`config.mk`:
```
export PLATFORM = sky130hd
export DESIGN_NAME = switch_operand_loader
export DESIGN_NICKNAME = d
export VERILOG_FILES = /design/src/rtl/switch_operand_loader.sv
export SDC_FILE = /design/constraint.sdc
export NUM_CORES = 1
export LEC_CHECK = 0
export ABC_AREA = 1
export BUFFER_PORTS_ARGS = -buffer_cell sky130_fd_sc_hd__buf_2
export CAP_MARGIN = 20
export CORE_ASPECT_RATIO = 0.9
export CORE_MARGIN = 3
export CORE_UTILIZATION = 58
export DETAILED_ROUTE_END_ITERATION = 8
export GPL_TIMING_DRIVEN = 0
export PLACE_DENSITY_LB_ADDON = 0.2
export SETUP_SLACK_MARGIN = 0.3
export SYNTH_ARGS = -nofsm -noshare
export SYNTH_HDL_FRONTEND = slang
export SYNTH_SLANG_ARGS = --single-unit
```
`constraint.sdc`:
```
create_clock -name clk -period 5.4 [get_ports clk]
set_input_delay 1.62 -clock clk [delete_from_list [all_inputs] [get_ports clk]]
set_output_delay 1.62 -clock clk [all_outputs]
set_load 0.05 [all_outputs]
```
`src/rtl/switch_operand_loader.sv`:
```
// Board input front end: synchronizes and debounces active-low buttons, captures switch
// operands on press edges and hands a complete {A, B, Op, cin} command to the CPU.
module switch_operand_loader #(
    parameter int DATA_W          = 10,
    parameter int OPERAND_W       = 16,
    parameter int DEBOUNCE_CYCLES = 50000
) (
    input  logic                 clk,
    input  logic                 reset,
    input  logic [DATA_W-1:0]    data_in,
    input  logic                 A_button,
    input  logic                 B_button,
    input  logic                 Op_button,
    input  logic                 cin_button,
    output logic [OPERAND_W-1:0] A,
    output logic [OPERAND_W-1:0] B,
    output logic [7:0]           Op,
    output logic                 cin,
    output logic                 cmd_valid,
    input  logic                 cmd_ready,
    output logic [2:0]           loaded,
    output logic [7:0]           drop_cnt
);

    localparam int CNT_W = $clog2(DEBOUNCE_CYCLES + 1);
    localparam logic [CNT_W-1:0] CNT_LAST = CNT_W'(DEBOUNCE_CYCLES - 1);

    typedef enum logic [1:0] {IDLE, COLLECT, ISSUE} state_t;

    function automatic logic [1:0] count3(input logic [2:0] bits);
        return {1'b0, bits[0]} + {1'b0, bits[1]} + {1'b0, bits[2]};
    endfunction

    function automatic logic [7:0] sat_add(input logic [7:0] acc, input logic [1:0] inc);
        logic [8:0] sum;
        sum = {1'b0, acc} + {7'b0, inc};
        return sum[8] ? 8'hFF : sum[7:0];
    endfunction

    // Button order in every vector: {cin, Op, B, A}.
    logic [3:0]        btn_p0, btn_p1;
    logic [3:0]        deb;
    logic [2:0]        deb_d;
    logic [2:0]        press_p3;
    logic [CNT_W-1:0]  cnt [4];
    logic [DATA_W-1:0] data_p0, data_p1;

    state_t     state, state_nxt;
    logic [2:0] loaded_nxt;
    logic       capture, issue_go, handshake;

    // Stage p0/p1: two-flop synchronizers; p2: debounce; p3: registered press pulse.
    always_ff @(posedge clk or posedge reset) begin
        if (reset) begin
            btn_p0   <= '1;
            btn_p1   <= '1;
            deb      <= '1;
            deb_d    <= '1;
            press_p3 <= '0;
            for (int i = 0; i < 4; i++) cnt[i] <= '0;
        end else begin
            btn_p0 <= {cin_button, Op_button, B_button, A_button};
            btn_p1 <= btn_p0;
            for (int i = 0; i < 4; i++) begin
                if (btn_p1[i] == deb[i]) begin
                    cnt[i] <= '0;
                end else if (cnt[i] == CNT_LAST) begin
                    deb[i] <= btn_p1[i];
                    cnt[i] <= '0;
                end else begin
                    cnt[i] <= cnt[i] + 1'b1;
                end
            end
            deb_d    <= deb[2:0];
            press_p3 <= deb_d & ~deb[2:0];
        end
    end

    // Switch data follows the same two-flop delay as the buttons.
    always_ff @(posedge clk) begin
        data_p0 <= data_in;
        data_p1 <= data_p0;
    end

    assign loaded_nxt = loaded | press_p3;
    assign cmd_valid  = (state == ISSUE);

    always_ff @(posedge clk or posedge reset) begin
        if (reset) state <= IDLE;
        else       state <= state_nxt;
    end

    always_comb begin
        state_nxt = state;
        capture   = 1'b0;
        issue_go  = 1'b0;
        handshake = 1'b0;
        case (state)
            IDLE, COLLECT: begin
                capture = 1'b1;
                if (loaded_nxt == 3'b111) begin
                    state_nxt = ISSUE;
                    issue_go  = 1'b1;
                end else if (|press_p3) begin
                    state_nxt = COLLECT;
                end
            end
            ISSUE: begin
                if (cmd_ready) begin
                    state_nxt = IDLE;
                    handshake = 1'b1;
                end
            end
            default: state_nxt = IDLE;
        endcase
    end

    // Operand registers are frozen while a command is outstanding; late presses only count.
    always_ff @(posedge clk or posedge reset) begin
        if (reset) begin
            A        <= '0;
            B        <= '0;
            Op       <= '0;
            cin      <= 1'b0;
            loaded   <= '0;
            drop_cnt <= '0;
        end else begin
            if (capture) begin
                if (press_p3[0]) A  <= OPERAND_W'(data_p1);
                if (press_p3[1]) B  <= OPERAND_W'(data_p1);
                if (press_p3[2]) Op <= data_p1[7:0];
                loaded <= loaded_nxt;
            end
            if (issue_go) cin <= ~deb[3];
            if (state == ISSUE) drop_cnt <= sat_add(drop_cnt, count3(press_p3));
            if (handshake) loaded <= '0;
        end
    end

endmodule
```
* Yosys cells after proc, flatten, opt, wreduce, memory -nomap -nowiden
Index checks and enable logic that the tools add are counted.
Word-level totals: input bits 17, flip-flop bits (word level) 144, output and inout bits 53, logic and storage cells 81
Operators by class: eq/ne operators 13, add/sub/neg operators 7, muxes and demuxes 20, reduce and logical (&&, ||, !) cells 12, bitwise operators 8
Operator list (number):
- $mux 16 | 8
- $add 16x1->16 const B | 4
- $eq 16x16->1 const B | 4
- $reduce_and 2->1 | 8
- $add 8x2->9 | 1
- $mux 8 | 1
- $mux 2 | 3
- $mux 3 | 2
- $mux 1 | 5
- $not 1->1 | 5
- $eq 1x1->1 | 4
- $pmux 2 s2 | 1
- $and 3x3->3 | 1
- $eq 3x3->1 const B | 1
- $ne 3x3->1 const B | 1
- $not 3->3 | 1
- $or 3x3->3 | 1
- $reduce_or 3->1 | 1
- $add 1x1->2 | 1
- $add 2x1->2 | 1
- $eq 2x1->1 const B | 1
- $eq 2x2->1 const B | 1
- $logic_not 2->1 | 1
- $ne 2x1->1 const B | 1
- other kinds (2) | 2

* Longest topological paths before layout
Gate-level depths: netlist of run 1.
depth in word-level cells 5, gate-level depth with buffers 8, depth with buffers taken out 8

* Least setup slack after synthesis of run 1
OpenSTA, ideal clock, no wires.
path type register to output, start register state[0], end output cmd_valid, stages on the path, launching flop included 2, buffers on the path 0, slack 3.040 ns, required time 3.780 ns, data arrival time 0.740 ns, cells stage by stage dfrtp_1 -> nor2_4
On the way: longest elaborated chain between the ends 1
RTL lines:
- start: declaration | line 48 | state_t state, state_nxt;
- start signal: assignment | line 90 | else state <= state_nxt;
- $eq 2x2->1 | line 86 | assign cmd_valid = (state == ISSUE);
- end: declaration | line 19 | output logic cmd_valid,
Every way passes these cells.

* Worst setup path after layout of run 1
start register state[1], end output cmd_valid
Same word-level chain as after synthesis.

==> metrics.cfg, run 1 <==
[worst_setup_path]
startpoint_type=flip-flop
endpoint_kind=output pin
crit_path_max_fanout=6
slowest_stage=dfrtp_1
crit_family=flip-flops
criticalPathCategory=reg -> out
arrival_ns=1.33
crit_path_cell_trace=inv_2, nor2_4, buf_2
path_buf_inv=2
required_ns=3.78
path_depth=3
r2r_cells=7
critPathMaxStageDelay_ns=0.38

[timing]
rsz0062_at_grt=false
hold_ws_ns=0.323
finalSetupTns_ns=0
fin_worst_skew_ns=0.00744
fin_crit_sh_pct=54.6
post-route-min-period_ns=2.95
drv_slew=0
setup_violations=0
max_slew_margin_pct=63.0
max_freq_mhz=339
tightest_slew_ns=0.555
worst_slack_ns=2.45
final_hold_viol_count=0

[floorplan]
start_util_pct=60.6
coreArea_sq_um=10500
num_rows=35
pin_count=70
die_h_um=105
die_x_um=116
die_area_sq_um=12200

[synth]
synth_top_area_share_pct=43.0
ys_warn_count=0
synth-edff-count=0
synth.distinct_cells=34
synth-main-ff-cell=dfrtp_1
synthTopCellsByArea=dfrtp_1, nand2_1, nor2_1
syn_area_sq_um=6340
yosysTopAreaCell=dfrtp_1
syn-instance-count=744
ys_ff_latch=144
async_reset_ff_share_pct=86.1
avgSynthCellArea_sq_um=8.53
ys_seq_area_share_pct=55.5

[detailed_routing]
wl_um=12900
dr.pass1.iters=4
wire_per_inst_um=13.2
ant_nets=0
post-route-drc-count=0
post_drt_via_cell_ratio=5.18
drt_iter0_drc=321
num_vias=5044

[placed_design]
dp_slack_ns=2.89
numPortBuffers=57
gp_congestion=0.913
hpwl_um=8930

[cts]
postCtsSetupBuffers=0
cts-resized-gates=0
htree_levels=4
hold_buffers=0
clockBufferDepth=2
root_buffer=clkbuf_16
numCtsBuffers=17
cts_sinks=144
clock_latency_ns=0.42
cts_tree=built
path_clk_slew_ns=0.06

[pwr]
ir_drop_uv=306
p_per_area_nw_per_um2=321
p_total_mw=2.40
p_leak_nw=3.64

[finish]
nFillCells=774
drive_gt1_share_pct=18.5
syn_to_final_growth_pct=17.7
final_nets=857
num_antenna_cells=0

[global_route]
antenna_found_initial=0
grt_pass1_vias=4994
grt_pass1_wl_um=22500
grt_start_max_net_pins=95
grt_util_all_layers_pct=23.1
overflow=0

[job]
cap_viol_max_count=0

[outcome]
status=finished, final reports clean

[min_path]
holdPathStages=0
worstHoldPathType=reg -> reg

-- per-stage QoR --
stage               utilization (%)  instance area (sq um)  cells
CTS                            71.4                   7470    974
global route                   71.4                   7470    974
detailed placement             65.6                   6860    942
floorplan                         -                   6380    755
finish                         71.4                   7470    974
global placement               65.3                   6830    941
-- worst register-to-register path: stages (launching register included) --
cell and delay (ns):
dfrtp_1 0.43, fa_1 0.50, ha_1 0.23, fa_1 0.39, nand3_1 0.18, nor2_1 0.08, o21ai_0 0.14, inv_1 0.05
-- metal layers --
layer  GRT usage (%)  wire length (um)  vias up
li1                -                 -     2493
met1            31.5              5860     2392
met2            36.2              6010      140
met3            7.00               822       19
met4            6.38               198        0
met5               0                 0        -
-- cells in the mapped netlist (3+ instances only) --
| library cell | number |
|---|---|
| nand4_1 | 9 |
| o21ai_0 | 39 |
| clkbuf_1 | 4 |
| nor3_1 | 18 |
| nor3b_1 | 3 |
| nor2_2 | 11 |
| xnor2_1 | 4 |
| dfstp_2 | 15 |
| nor3_2 | 3 |
| nand2_1 | 155 |
| nand2_2 | 5 |
| nor2_1 | 139 |
| buf_4 | 12 |
| a21oi_1 | 14 |
| dfrtp_1 | 109 |
| dfxtp_1 | 20 |
| xor2_1 | 21 |
| inv_2 | 11 |
| inv_1 | 78 |
| ha_1 | 6 |
| nand3_1 | 51 |
-- path summary, 6_finish.rpt --
kind,endpoint,from,slack (ns)
min reg2reg,data_p1[3],data_p0[3],0.32
min in group asynchronous,cnt[47],reset,1.17
min,data_p1[3],data_p0[3],0.32
max,cmd_valid,state[1],2.45
max in group asynchronous,btn_p0[3],reset,3.48
max reg2reg,drop_cnt[6],drop_cnt[0],3.29
-- registers in the layout, summed over array words and instances, names as in the netlist, 3 cells and up --
register and flops:
cnt 64, A 10, data_p1 10, drop_cnt 8, Op 8, deb 4
btn_p0 4, loaded 3, data_p0 10, B 10, deb_d 3, press_p3 3
btn_p1 4
-- placed cells by master (no fill, tap or decap), types with 14 or more instances in the layout --
master	instances
buf_2	58
dfxtp_1	20
nand2_1	155
xor2_1	21
a21oi_1	14
nand3_1	51
clkbuf_16	17
dfstp_2	15
dfrtp_1	109
nor2_1	139
inv_1	77
nor3_1	18
o21ai_0	39
-- cell type report --
class                   count  area, sq um  area share [%]
inverters                  90          343            4.59
multi-input cells         504         2410            32.3
well taps                 129          161            2.16
clock buffers              18          439            5.88
repair buffers             58          313            4.19
clock inverters            14          165            2.21
plain buffers              17          110            1.47
flip-flops and latches    144         3520            47.2
-- power breakdown --
part | switching (mW) | total (mW) | internal, mW
Sequential | 0.0133 | 1.11 | 1.10
Clock | 0.479 | 1.19 | 0.708
Combinational | 0.0700 | 0.0957 | 0.0257
Total | 0.563 | 2.40 | 1.83
-- cells by family (layout without fill, tap and decap cells) --
kind of cell             count (synthesis)  in the layout  share of synthesized area [%]
adder cells (fa/ha/maj)                  8              8                           1.81
XOR/XNOR                                26             26                           3.71
other                                    1             12                         0.0591
AND/OR/NAND/NOR                        402            402                           27.4
buffers and inverters                  107            197                           7.06
flip-flops                             144            144                           55.5
AO/OA/AOI/OAI                           56             56                           4.48
Power figures use the tool's default switching activity.
==> run 2, diff against run 1 <==
ABC_AREA = 0   (was 1)
CORE_UTILIZATION = 52   (was 58)
clock period = 2.4 ns   (was 5.4 ns; I/O delays follow)
==> run 2 against run 1 <==
Against the previous run:
- clock-buffer cell count did not move
- die area grew 4.0%
- first-iteration DRC count decreased by 40%
- non-clock buffer count rose by 15
- critical path depth is 3 higher
- sequential power grew 130%
- total power is 120% higher
- sequential cell count unchanged
- via count is 21% lower
- critical path type is now reg -> reg
- largest power group is now registers
- highest routed layer unchanged
==> metrics.cfg, run 2 <==
[synth]
syn_area_sq_um=5930  ; was 6340 sq um
synth_top_area_share_pct=46.0  ; was 43.0%
ys_ff_latch=144  ; unchanged
synth.distinct_cells=40  ; was 34
ys_seq_area_share_pct=59.4  ; was 55.5%
yosysMostFrequentCell=dfrtp_1  ; was nand2_1
synth-main-ff-cell=dfrtp_1  ; unchanged
ys_warn_count=0  ; unchanged
async_reset_ff_share_pct=86.1  ; unchanged
synth-edff-count=0  ; unchanged
syn-instance-count=513  ; was 744
ys_top_cells_by_count=dfrtp_1, nor2_1, xnor2_1  ; was nand2_1, nor2_1, dfrtp_1
synthTopCellsByArea=dfrtp_1, xnor2_1, dfxtp_1  ; was dfrtp_1, nand2_1, nor2_1
yosysTopAreaCell=dfrtp_1  ; unchanged
avgSynthCellArea_sq_um=11.6  ; was 8.53 sq um

[cts]
cts_sinks=144  ; unchanged
hold_buffers=0  ; unchanged
numCtsBuffers=17  ; unchanged
root_buffer=clkbuf_16  ; unchanged
clock_latency_ns=0.41  ; was 0.42 ns
path_clk_slew_ns=0.06  ; about the same
clockBufferDepth=2  ; unchanged
cts_tree=built  ; unchanged
htree_levels=4  ; unchanged

[floorplan]
num_rows=36  ; was 35
start_util_pct=53.9  ; was 60.6%
coreArea_sq_um=11000  ; was 10,500 sq um
pin_count=70  ; unchanged
die_area_sq_um=12700  ; was 12,200 sq um
die_x_um=119  ; was 116 um
die_h_um=107  ; was 105 um

[pwr]
clkPwrFrac_pct=43.9  ; was 49.6%
pwr-share-seq_pct=48.4  ; was 46.4%
internal_power_mw=3.97  ; was 1.83 mW
p_leak_nw=3.32  ; was 3.64 nW
p_per_area_nw_per_um2=737  ; was 321 nW/um^2
ir_drop_uv=439  ; was 306 uV
swShare_pct=25.1  ; was 23.5%
p_comb_share_pct=7.7  ; was 4.0%
netSwitchingPower_mw=1.33  ; was 0.563 mW

[global_route]
grt_start_max_net_pins=45  ; was 95
grt_pass1_wl_um=18300  ; was 22,500 um
overflow=0  ; unchanged
grt_pass1_vias=3929  ; was 4,994
antenna_found_initial=0  ; unchanged
grt_util_all_layers_pct=18.1  ; was 23.1%

[worst_setup_path]
endpoint_kind=flip-flop  ; was output pin
worstSetupEndpoint=drop_cnt[6]  ; was cmd_valid
r2r_slack_ns=0.25  ; was 3.29 ns
criticalPathCategory=reg -> reg  ; was reg -> out
arrival_ns=2.44  ; was 1.33 ns
cp-startpoint=drop_cnt[0]  ; was state[1]
required_ns=2.70  ; was 3.78 ns
crit_path_max_fanout=2  ; was 6
r2r_end=drop_cnt[6]  ; unchanged
r2r_cells=6  ; was 7
startpoint_type=flip-flop  ; unchanged
reg2reg_from=drop_cnt[0]  ; unchanged

[placed_design]
dp.cells=736  ; was 942
hpwl_um=7200  ; was 8930 um
dp_slack_ns=0.193  ; was 2.89 ns
gp_congestion=0.803  ; was 0.913
numPortBuffers=57  ; unchanged

[detailed_routing]
wl_um=10800  ; was 12,900 um
ant_nets=0  ; unchanged
post-route-drc-count=0  ; unchanged
post_drt_via_cell_ratio=5.12  ; was 5.18
drt_iter0_drc=191  ; was 321
num_vias=3979  ; was 5,044
dr.pass1.iters=5  ; was 4
wire_per_inst_um=13.9  ; was 13.2 um

[timing]
rsz0062_at_grt=true  ; was false
max_freq_mhz=466
worst_slack_ns=0.255  ; was 2.45 ns
fin_crit_sh_pct=89.4
drv_slew=0  ; unchanged
post-route-min-period_ns=2.15
fin_worst_skew_ns=0.00512  ; was 0.00744 ns
setup_violations=0  ; unchanged
tightest_slew_ns=0.618  ; was 0.555 ns
final_hold_viol_count=0  ; unchanged
max_slew_margin_pct=58.4  ; was 63.0%

[outcome]
status=finished, final reports clean  ; unchanged

[job]
cap_viol_max_count=0  ; unchanged

[finish]
multi_input_area_sq_um=2300  ; was 2410 sq um
mostFrequentLayoutCell=dfrtp_1  ; was nand2_1
layout_common_cells=dfrtp_1, nor2_1, buf_2, xnor2_1, mux2_2  ; was nand2_1, nor2_1, dfrtp_1, inv_1, buf_2
nFillCells=877  ; was 774
fin_util_pct=65.4  ; was 71.4%
instances_no_fill=777  ; was 974
top_register=cnt  ; unchanged
syn_to_final_growth_pct=21.3  ; was 17.7%
final_nets=637  ; was 857
drive_gt1_share_pct=29.4  ; was 18.5%
largest_register_ffs=64  ; unchanged
ff_latch_area_sq_um=3530  ; was 3520 sq um
num_antenna_cells=0  ; unchanged

[min_path]
worstHoldPathType=reg -> reg  ; unchanged
hold_start=data_p0[9]  ; was data_p0[3]

## run 2: cell count changes after synthesis, sizes merged, moves of 13 or more
cell and change:
nand2 -141, inv -70, nor2 -63, xnor2 +50, o21ai -39, mux2 +33
nand3 -29, nor4 +22, xor2 -13
## run 2: what timing repair did
item / in CTS / in global routing
endpoints found under the setup margin: 12 / 39
pin swaps: 2 / 5
setup buffers: 4 / 5
gates resized for setup: 9 / 10
## run 2: cell type report
class | instances | area share [%]
Buffer | 21 | 1.98
Clock buffer | 18 | 6.11
Clock inverter | 14 | 1.31
Inverter | 19 | 1.04
Multi-Input combinational cell | 340 | 32.0
Sequential cell | 144 | 49.1
Tap cell | 152 | 2.65
Timing Repair Buffer | 69 | 5.88
## run 2: worst min path at each step
stage	cells past startpoint	slack, ns	end
detailed placement	0	0.32	data_p1[6]
global route	0	0.34	data_p1[6]
finish	0	0.32	data_p1[9]
CTS	0	0.33	data_p1[9]
global placement	0	0.31	data_p1[9]
floorplan	0	0.31	data_p1[0]
## run 2: metal layers
metal	part of all wire [%]	wire length [um]	vias up	GRT usage (%)
li1	-	-	1923	-
met1	45	4890	1972	22.5
met2	50	5370	80	30.1
met3	4.5	486	4	6.31
met4	0.58	63	0	5.46
met5	0	0	-	0
## run 2: power by group through the flow
stage / sequential [mW] / combinational (mW) / clock (mW)
2_1_floorplan: 2.69 / 0.195 / 0
3_3_place_gp: 2.60 / 0.369 / 0
3_5_place_dp: 2.61 / 0.392 / 0
4_1_cts: 2.56 / 0.409 / 2.38
5_1_grt: 2.57 / 0.452 / 2.50
6_report: 2.56 / 0.410 / 2.33
## run 2: kinds of logic (layout without fill, tap and decap cells)
family,count (synthesis),in the layout,share of synthesized area (%)
other cells,1,12,0.0633
simple gates,209,209,17.2
xor+xnor,63,63,9.31
flops,144,144,59.4
mux,34,34,6.50
fa+ha+maj,8,8,1.94
compound gates,14,14,2.07
buf+inv,40,141,3.48
## run 2: stage by stage
step	instance area (sq um)	total power, mW	TNS (ns)	hold slack, ns
after CTS	7110	5.35	0	0.330
after detailed placement	6520	3.00	0	0.316
final	7190	5.30	0	0.325
after global placement	6460	2.97	-64.26	0.311
after floorplan	5980	2.88	0	0.310
after global routing	7190	5.52	0	0.336
## run 2: critical path: stages (launching register included)
cell     delay [ns]
dfrtp_2        0.41
fa_1           0.48
ha_2           0.20
fa_2           0.35
and3_4         0.18
nand4_1        0.10
mux2_4         0.30
==> run 3, diff against run 2 <==
--- a/config.mk
+++ b/config.mk
@@ -17,2 +17,3 @@
 export SETUP_SLACK_MARGIN = 0.3
+export SLEW_MARGIN = 20
 export SYNTH_ARGS = -nofsm -noshare
==> constraint.sdc (replaced) <==
create_clock -name clk -period 2.4 [get_ports clk]
set_input_delay 0.48 -clock clk [delete_from_list [all_inputs] [get_ports clk]]
set_output_delay 0.48 -clock clk [all_outputs]
set_load 0.05 [all_outputs]
==> run 3 against run 2 <==
Against the previous run:
- core utilization rose by 0.32 points
- sequential share of layout area fell by 0.26 points
- maximum frequency fell by 0.34%
- critical path type unchanged
- critical endpoint unchanged
==> metrics.cfg, run 3 (synthesis results as in run 2) <==
[finish]
nFillCells=861  ; was 877
top_register=cnt  ; unchanged
drive_gt1_share_pct=29.4  ; about the same
layout_common_cells=dfrtp_1, nor2_1, buf_2, xnor2_1, mux2_2  ; unchanged
num_antenna_cells=0  ; unchanged
syn_to_final_growth_pct=21.9  ; was 21.3%
largest_register_ffs=64  ; unchanged
mostFrequentLayoutCell=dfrtp_1  ; unchanged
final_nets=638  ; was 637

[detailed_routing]
wl_um=10600  ; was 10,800 um
num_vias=3922  ; was 3,979
drt_iter0_drc=207  ; was 191
ant_nets=0  ; unchanged
post_drt_via_cell_ratio=5.04  ; was 5.12
post-route-drc-count=0  ; unchanged
dr.pass1.iters=4  ; was 5
wire_per_inst_um=13.7  ; was 13.9 um

[global_route]
grt_util_all_layers_pct=18.1  ; about the same
grt_pass1_wl_um=18300  ; about the same
grt_pass1_vias=3908  ; was 3,929
antenna_found_initial=0  ; unchanged
overflow=0  ; unchanged
grt_start_max_net_pins=35  ; was 45

[cts]
path_clk_slew_ns=0.06  ; about the same
htree_levels=4  ; unchanged
cts_sinks=144  ; unchanged
root_buffer=clkbuf_16  ; unchanged
numCtsBuffers=17  ; unchanged
cts_tree=built  ; unchanged
clockBufferDepth=2  ; unchanged
clock_latency_ns=0.41  ; about the same

[pwr]
p_comb_share_pct=7.4  ; was 7.7%
internal_power_mw=4.08  ; was 3.97 mW
swShare_pct=24.0  ; was 25.1%
clkPwrFrac_pct=44.8  ; was 43.9%
netSwitchingPower_mw=1.29  ; was 1.33 mW
ir_drop_uv=582  ; was 439 uV
p_per_area_nw_per_um2=743  ; was 737 nW/um^2
pwr-share-seq_pct=47.8  ; was 48.4%
p_leak_nw=3.33  ; was 3.32 nW

[worst_setup_path]
required_ns=2.70  ; about the same
startpoint_type=flip-flop  ; unchanged
crit_path_max_fanout=3  ; was 2
cp-startpoint=press_p3[2]  ; was drop_cnt[0]
criticalPathCategory=reg -> reg  ; unchanged
endpoint_kind=flip-flop  ; unchanged
reg2reg_from=press_p3[2]  ; was drop_cnt[0]
arrival_ns=2.45  ; was 2.44 ns

[timing]
tightest_slew_ns=0.643  ; was 0.618 ns
hold_ws_ns=0.0276  ; was 0.325 ns
post-route-min-period_ns=2.15  ; about the same
max_freq_mhz=465  ; was 466 MHz
max_slew_margin_pct=56.7  ; was 58.4%
finalSetupTns_ns=0  ; unchanged
drv_slew=0  ; unchanged
setup_violations=0  ; unchanged
final_hold_viol_count=0  ; unchanged
fin_worst_skew_ns=0.00446  ; was 0.00512 ns
worst_slack_ns=0.247  ; was 0.255 ns
fin_crit_sh_pct=89.7  ; was 89.4%
rsz0062_at_grt=true  ; unchanged

[floorplan]
coreArea_sq_um=11000  ; unchanged
num_rows=36  ; unchanged
die_x_um=119  ; unchanged
pin_count=70  ; unchanged
start_util_pct=53.9  ; unchanged
die_h_um=107  ; unchanged
die_area_sq_um=12700  ; unchanged

[placed_design]
numPortBuffers=57  ; unchanged
hpwl_um=7430  ; was 7200 um
dp_slack_ns=0.193  ; about the same
gp_congestion=0.803  ; unchanged

[outcome]
status=finished, final reports clean  ; unchanged

[job]
cap_viol_max_count=0  ; unchanged

[min_path]
worstHoldPathType=in -> async  ; was reg -> reg

==> run 3: what timing repair did <==
item | CTS | global route
buffers inserted | 4 | 5
gates resized for setup | 5 | 10
hold buffers | 0 | 0
cloned | 0 | 0
pin swaps | 0 | 3
endpoints found under the setup margin | 22 | 28
==> run 3: path summary, 6_finish.rpt <==
path / end / slack, ns / depth (start not counted)
worst max-delay path: drop_cnt[6] / 0.25 / 6
worst min-delay path: cnt[27] / 0.03 / 2
worst max register to register: drop_cnt[6] / 0.25 / 6
worst min register to register: data_p1[7] / 0.33 / 0
max in group asynchronous: btn_p1[1] / 1.67 / 4
min in group clk: btn_p0[3] / 0.16 / 1
==> run 3: power by group through the flow <==
stage          Sequential (mW)  Clock (mW)  Combinational (mW)
2_1_floorplan             2.69           0               0.195
3_3_place_gp              2.60           0               0.369
3_5_place_dp              2.61           0               0.394
4_1_cts                   2.56        2.46               0.395
5_1_grt                   2.57        2.57               0.439
6_report                  2.57        2.41               0.395
==> run 3: layer usage <==
| metal | wire length, um | global-route usage, % | part of all wire, % |
|---|---|---|---|
| met2 | 5190 | 30.1 | 49 |
| met5 | 0 | 0 | 0 |
| met1 | 4840 | 22.1 | 45 |
| met4 | 153 | 7.44 | 1.4 |
| met3 | 459 | 5.62 | 4.3 |
==> run 3: through the flow <==
step | power [mW] | instances | area, sq um | util (%)
3_3_place_gp | 2.97 | 733 | 6460 | 58.8
2_1_floorplan | 2.88 | 524 | 5980 | -
6_report | 5.37 | 778 | 7220 | 65.7
4_1_cts | 5.42 | 773 | 7160 | 65.2
3_5_place_dp | 3.00 | 737 | 6550 | 59.6
5_1_grt | 5.58 | 778 | 7220 | 65.7
==> run 3: area by class of cell <==
class,count,area (sq um),area share (%)
buffer,21,136,1.89
clock buffer,24,502,6.95
clock inverter,8,55.1,0.762
tap,152,190,2.63
multi-input combinational,340,2300,31.8
timing repair buffer,70,443,6.13
inverter,19,75.1,1.04
sequential,144,3520,48.8
==> run 3: critical path, stage by stage (launching register included) <==
cell	delay, ns
dfrtp_1	0.40
fa_1	0.48
ha_2	0.19
fa_2	0.35
and3_4	0.19
nand4_1	0.11
mux2_4	0.31
